**src/rtl/mem_access_stage.sv**
```systemverilog
// Memory-access stage: 256x8 data memory, stack pointer, load/store/push/pop and
// a two-cycle interrupt-entry save sequence. Optional macro STACK_GUARD_EN adds stack bounds guarding.
module mem_access_stage #(
  parameter logic [7:0] SP_INIT = 8'hFF,
  parameter int         FLAG_W  = 4
) (
  input  logic              clk,
  input  logic              reset,
  input  logic              mem_wr_M,
  input  logic              mem_rd_M,
  input  logic              push_M,
  input  logic              pop_M,
  input  logic [7:0]        addr_M,
  input  logic [7:0]        wdata_M,
  input  logic              intr,
  input  logic [7:0]        pc_ret,
  input  logic [FLAG_W-1:0] flags_in,
  output logic [7:0]        read_data_M,
  output logic [7:0]        sp,
  output logic              stall,
  output logic              intr_ack,
  output logic              stack_err
);

  typedef enum logic [1:0] {
    IDLE     = 2'b00,
    SAVE_PC  = 2'b01,
    SAVE_FLG = 2'b10
  } state_t;

  state_t      state_r;
  state_t      state_next_s;
  logic [7:0]  mem_r [0:255];
  logic [7:0]  sp_r;
  logic [7:0]  sp_next_s;
  logic [7:0]  sp_inc_s;
  logic [7:0]  sp_dec_s;
  logic        we_s;
  logic [7:0]  waddr_s;
  logic [7:0]  wdata_s;
  logic        push_ok_s;
  logic        pop_ok_s;
  logic        intr_ack_r;

  assign sp_inc_s = sp_r + 8'd1;
  assign sp_dec_s = sp_r - 8'd1;
  assign sp       = sp_r;
  assign stall    = (state_r != IDLE);
  assign intr_ack = intr_ack_r;

`ifdef STACK_GUARD_EN
  logic err_set_s;
  logic stack_err_r;

  assign push_ok_s = (sp_r != 8'h00);
  assign pop_ok_s  = (sp_r != SP_INIT);
  // Only an op that actually wins priority can trip the guard.
  assign err_set_s = (state_r == IDLE) ? (push_M ? ~push_ok_s : (pop_M & ~pop_ok_s))
                                       : ~push_ok_s;
  assign stack_err = stack_err_r;

  // Sticky stack error flag, cleared only by reset.
  always_ff @(posedge clk or negedge reset) begin
    if (!reset) begin
      stack_err_r <= 1'b0;
    end else if (err_set_s) begin
      stack_err_r <= 1'b1;
    end else begin
      stack_err_r <= stack_err_r;
    end
  end
`else
  assign push_ok_s = 1'b1;
  assign pop_ok_s  = 1'b1;
  assign stack_err = 1'b0;
`endif

  // Next state, stack pointer, memory write port and read mux.
  always_comb begin
    state_next_s = state_r;
    sp_next_s    = sp_r;
    we_s         = 1'b0;
    waddr_s      = sp_r;
    wdata_s      = wdata_M;
    read_data_M  = 8'h00;
    case (state_r)
      IDLE: begin
        if (mem_rd_M) begin
          read_data_M = mem_r[addr_M];
        end else begin
          read_data_M = 8'h00;
        end
        if (push_M) begin
          if (push_ok_s) begin
            we_s      = 1'b1;
            sp_next_s = sp_dec_s;
          end else begin
            we_s = 1'b0;
          end
        end else if (pop_M) begin
          // Pop owns the read port, even when a load is also asserted.
          if (pop_ok_s) begin
            read_data_M = mem_r[sp_inc_s];
            sp_next_s   = sp_inc_s;
          end else begin
            read_data_M = 8'h00;
          end
        end else if (mem_wr_M) begin
          we_s    = 1'b1;
          waddr_s = addr_M;
        end else begin
          we_s = 1'b0;
        end
        if (intr) begin
          state_next_s = SAVE_PC;
        end else begin
          state_next_s = IDLE;
        end
      end
      SAVE_PC: begin
        wdata_s = pc_ret;
        if (push_ok_s) begin
          we_s      = 1'b1;
          sp_next_s = sp_dec_s;
        end else begin
          we_s = 1'b0;
        end
        state_next_s = SAVE_FLG;
      end
      SAVE_FLG: begin
        wdata_s = 8'(flags_in);
        if (push_ok_s) begin
          we_s      = 1'b1;
          sp_next_s = sp_dec_s;
        end else begin
          we_s = 1'b0;
        end
        state_next_s = IDLE;
      end
      default: begin
        state_next_s = IDLE;
      end
    endcase
  end

  // State, stack pointer and acknowledge registers.
  always_ff @(posedge clk or negedge reset) begin
    if (!reset) begin
      state_r    <= IDLE;
      sp_r       <= SP_INIT;
      intr_ack_r <= 1'b0;
    end else begin
      state_r    <= state_next_s;
      sp_r       <= sp_next_s;
      intr_ack_r <= (state_next_s == SAVE_FLG);
    end
  end

  // Data memory write port; contents survive reset.
  always_ff @(posedge clk) begin
    if (we_s) begin
      mem_r[waddr_s] <= wdata_s;
    end else begin
      mem_r[waddr_s] <= mem_r[waddr_s];
    end
  end

endmodule

```
**config.mk**
```make
export PLATFORM = sky130hd
export DESIGN_NAME = mem_access_stage
export DESIGN_NICKNAME = d
export VERILOG_FILES = /design/src/rtl/mem_access_stage.sv
export SDC_FILE = /design/constraint.sdc
export NUM_CORES = 2
export LEC_CHECK = 0
export BUFFER_PORTS_ARGS = -buffer_cell sky130_fd_sc_hd__buf_2
export CORE_ASPECT_RATIO = 0.9
export CORE_MARGIN = 8
export CORE_UTILIZATION = 51
export CTS_CLUSTER_SIZE = 8
export DETAILED_ROUTE_END_ITERATION = 7
export PLACE_DENSITY = 0.66
export SKIP_LAST_GASP = 1
export SLEW_MARGIN = 20
export SYNTH_ARGS = -nofsm -noshare
export SYNTH_HDL_FRONTEND = slang
export SYNTH_SLANG_ARGS = --single-unit
```
**constraint.sdc**
```tcl
create_clock -name clk -period 19 [get_ports clk]
set_input_delay 0.95 -clock clk [delete_from_list [all_inputs] [get_ports clk]]
set_output_delay 0.95 -clock clk [all_outputs]
set_load 0.005 [all_outputs]
```
==> metrics.csv <==
stage,metric,value,unit
worst_hold_path,min-delay worst type,in -> reg,
clock_network,Num CTS Buffers,308,
critical_path,CP max FO,81,
timing,RSZ-0062 raised after global routing,false,
critical_path,CP required,18.05,ns
floorplan,die height,432,microns
route,routed len/inst,39.9,microns
timing,Tcrit/Tclk final,0.449,
global_routing,met1 Use GR,0.408,
clock_network,Post-CTS Setup Bufs,0,
final_layout,Fillers,14200,
synthesis,Post-synth top flop,edfxtp_1,
placed_design,Area after DPL,101000,sq um
final_layout,"Area growth, synth to finish",10.8,%
pwr,internal power,10.8,mW
synthesis,Mean Syn Cell Area,18.8,sq um
critical_path,type of origin of the critical path,register,
route,Post-route DRC,0,
critical_path,crit path capture type,primary output,
critical_path,arrival time worst endpoint,7.58,ns
pwr,sw power,5.81,mW
floorplan,die area,207000,sq um
pwr,power per cell area,153,nW/um^2
global_routing,gr busiest metal,met2,
synthesis,Post-Syn Area,98200,sq um
clock_network,Root Buffer,clkbuf_16,
critical_path,WS Path Type,reg -> out,
final_layout,area of the multi-input gates,34000,sq um
route,Vias/cell,7.38,
final_layout,design area,109000,sq um
floorplan,I/O pin cnt,54,
route,DRT iter0 DRCs,9027,
synthesis,Synth Register Bits,2059,
timing,Slew @ Worst Pin,1.32,ns
clock_network,worst skew pair latency,0.95,ns
run,max-cap check violation count,0,
pwr,switching share of power,0.350,
timing,setup_tns,0,ns
timing,Max Fclk,0.117,GHz
floorplan,DIE WIDTH,479,microns
route,total wire length,315000,microns
route,DRT antenna net count,0,
global_routing,initial antenna violation count,11,
timing,Worst Clk Skew,0.0561,ns
timing,Hold Fails Final Rpt,0,
synthesis,syn_nets,5270,
pwr,Clock power frac,0.288,
timing,setup violators final,0,
floorplan,initial core utilization,0.514,
synthesis,YS warnings,0,
final_layout,fraction of layout cells with a size suffix above 1,0.313,
global_routing,met2 Track Usage GR,0.434,
route,drt first pass iters,8,
placed_design,Final Wtd Congestion,0.937,
global_routing,vias in the first global route,57500,
synthesis,fraction of registers with async set/reset,0.00534,
global_routing,"Remaining Overflow, GRT",0,
synthesis,Post-Synthesis Cells,5229,
run_status,status,"complete, no violations",
pwr,Comb pwr share,0.385,
timing,Tmin final,8.53,ns
global_routing,wire length of the first global-routing pass,441000,microns
global_routing,largest net degree at the start of global routing,238,
clock_network,H-tree levels,5,
timing,Max-slew headroom,0.120,
clock_network,Max Buffers Root-to-Sink,4,
synthesis,Post-synth EDFFs,2048,
global_routing,met3 Usage GRT,0.109,
placed_design,DP HPWL,195000,microns
final_layout,sequential cell area,61800,sq um
global_routing,Overall Global Routing Usage,0.300,
clock_network,CTS tree,built,
synthesis,post-synthesis sequential area ratio,0.629,
route,via total after detailed routing,58400,
pwr,sequential share of power,0.327,
clock_network,Clock transition at path regs,0.05,ns
placed_design,Port Buf Inserts,52,
timing,Max Slew Vio Count,0,
clock_network,clock sink count,2059,
final_layout,final net count,5368,
floorplan,core area,191000,sq um
pwr,Worst IR Drop VDD,0.218,mV
synthesis,Cell variety after synth,87,
pwr,Leak,34.3,nW
floorplan,Cell Rows,152,
stage by stage:
stage / utilization / setup WS (ns) / instances / total power, mW / hold WS, ns
global route: 0.570 / 10.14 / 7906 / 17.0 / 0.253
detailed placement: 0.527 / 10.73 / 7555 / 11.8 / 0.571
floorplan: - / 5.79 / 5229 / 9.92 / 0.520
CTS: 0.569 / 10.34 / 7902 / 16.5 / 0.215
finish: 0.570 / 10.47 / 7910 / 16.6 / 0.268
global placement: 0.527 / 10.73 / 7555 / 11.8 / 0.578
critical path: stages (launching register included):
cell and delay, ns:
dfstp_4 1.03, inv_1 0.20, ha_4 0.72, buf_12 0.61, buf_4 0.60, buf_4 0.72, mux4_2 0.62, mux4_2 0.52
mux2i_1 0.15, o21ai_0 0.12, nor2_1 0.67, o31ai_1 0.35, buf_2 0.23
placed cells by master (no fill, tap or decap), drive strengths merged, types with 21 or more instances in the layout:
cell / count
nor2: 302
inv: 25
nand4: 21
o221ai: 51
nand3: 142
o21ai: 49
a31oi: 27
nand2: 437
a211oi: 26
clkbuf: 339
mux2i: 199
edfxtp: 2048
a21oi: 64
o22ai: 32
nor3: 26
a22oi: 40
mux4: 1055
buf: 203
power by group through the flow:
stage                     clock network, mW  logic (mW)  registers, mW
after global placement                    0        6.24           5.52
final                                  4.79        6.39           5.44
after floorplan                           0        4.27           5.64
after global routing                   4.99        6.59           5.44
after detailed placement                  0        6.26           5.52
after CTS                              4.82        6.28           5.43
cells in the mapped netlist, types with 8 or more instances:
master	count	area [sq um]
a211oi_1	24	180
a21oi_1	63	315
a221oi_1	19	166
a22oi_1	40	300
a311o_1	8	80.1
a311oi_1	14	123
a31oi_1	26	163
a32oi_1	9	78.8
and2_1	16	100
and3_1	17	106
buf_1	34	128
buf_12	10	200
buf_2	122	611
buf_4	105	788
buf_6	31	349
buf_8	17	255
clkbuf_1	94	353
dfstp_2	8	210
edfxtp_1	2048	61500
inv_1	22	82.6
mux2_2	14	158
mux2i_1	199	1990
mux4_1	9	236
mux4_2	1046	23600
nand2_1	437	1640
nand3_1	141	706
nand4_1	20	125
nor2_1	302	1130
nor2b_1	19	119
nor3_1	25	125
o211ai_1	15	113
o21ai_0	44	220
o221ai_1	51	447
o22ai_1	32	200
o31ai_1	14	105
area by class of cell:
class                   instances  area share
diodes                          6    0.000138
clock buffers                 339      0.0736
clock inverters                 7    0.000828
inverters                      25    0.000920
multi-input cells            2729       0.312
flip-flops and latches       2059       0.568
well taps                    2541      0.0292
repair buffers                204      0.0153
worst paths after layout:
| kind | startpoint | endpoint | slack (ns) | cells after the start |
|---|---|---|---|---|
| max | sp[0]$_DFFE_PN1P_ | read_data_M[2] | 10.47 | 12 |
| min | intr | state_r[0]$_DFF_PN0_ | 0.27 | 2 |
| max reg2reg | state_r[0]$_DFF_PN0_ | mem_r[250][1]$_DFFE_PP_ | 13.58 | 9 |
| min reg2reg | sp[7]$_DFFE_PN1P_ | sp[7]$_DFFE_PN1P_ | 0.60 | 2 |
| max in group asynchronous | reset | sp[0]$_DFFE_PN1P_ | 18.09 | 2 |
| min in group asynchronous | reset | intr_ack$_DFF_PN0_ | 0.53 | 2 |
logic make-up after synthesis:
logic type | synth area share
flops | 0.629
other cells | 0.0000382
simple gates | 0.0436
fa+ha+maj | 0.000764
xor+xnor | 0.00125
compound gates | 0.0326
buf+inv | 0.0285
mux | 0.264
layer usage:
metal | wire length [microns] | vias to the layer above | part of all wire
met2 | 138000 | 4633 | 0.44
li1 | - | 22300 | -
met4 | 17800 | 6 | 0.057
met5 | 106 | - | 0.00034
met1 | 115000 | 30600 | 0.36
met3 | 45000 | 813 | 0.14
sequential cells by signal, summed over array words and instances, names as in the netlist:
| signal | cells |
|---|---|
| sp | 8 |
| state_r | 2 |
| intr_ack | 1 |
| mem_r | 2048 |
what timing repair did:
action,in CTS,in global routing
endpoints found under the hold margin,3,0
resized for setup,0,0
hold buffers,1,0
(Power assumes the default switching activity.)
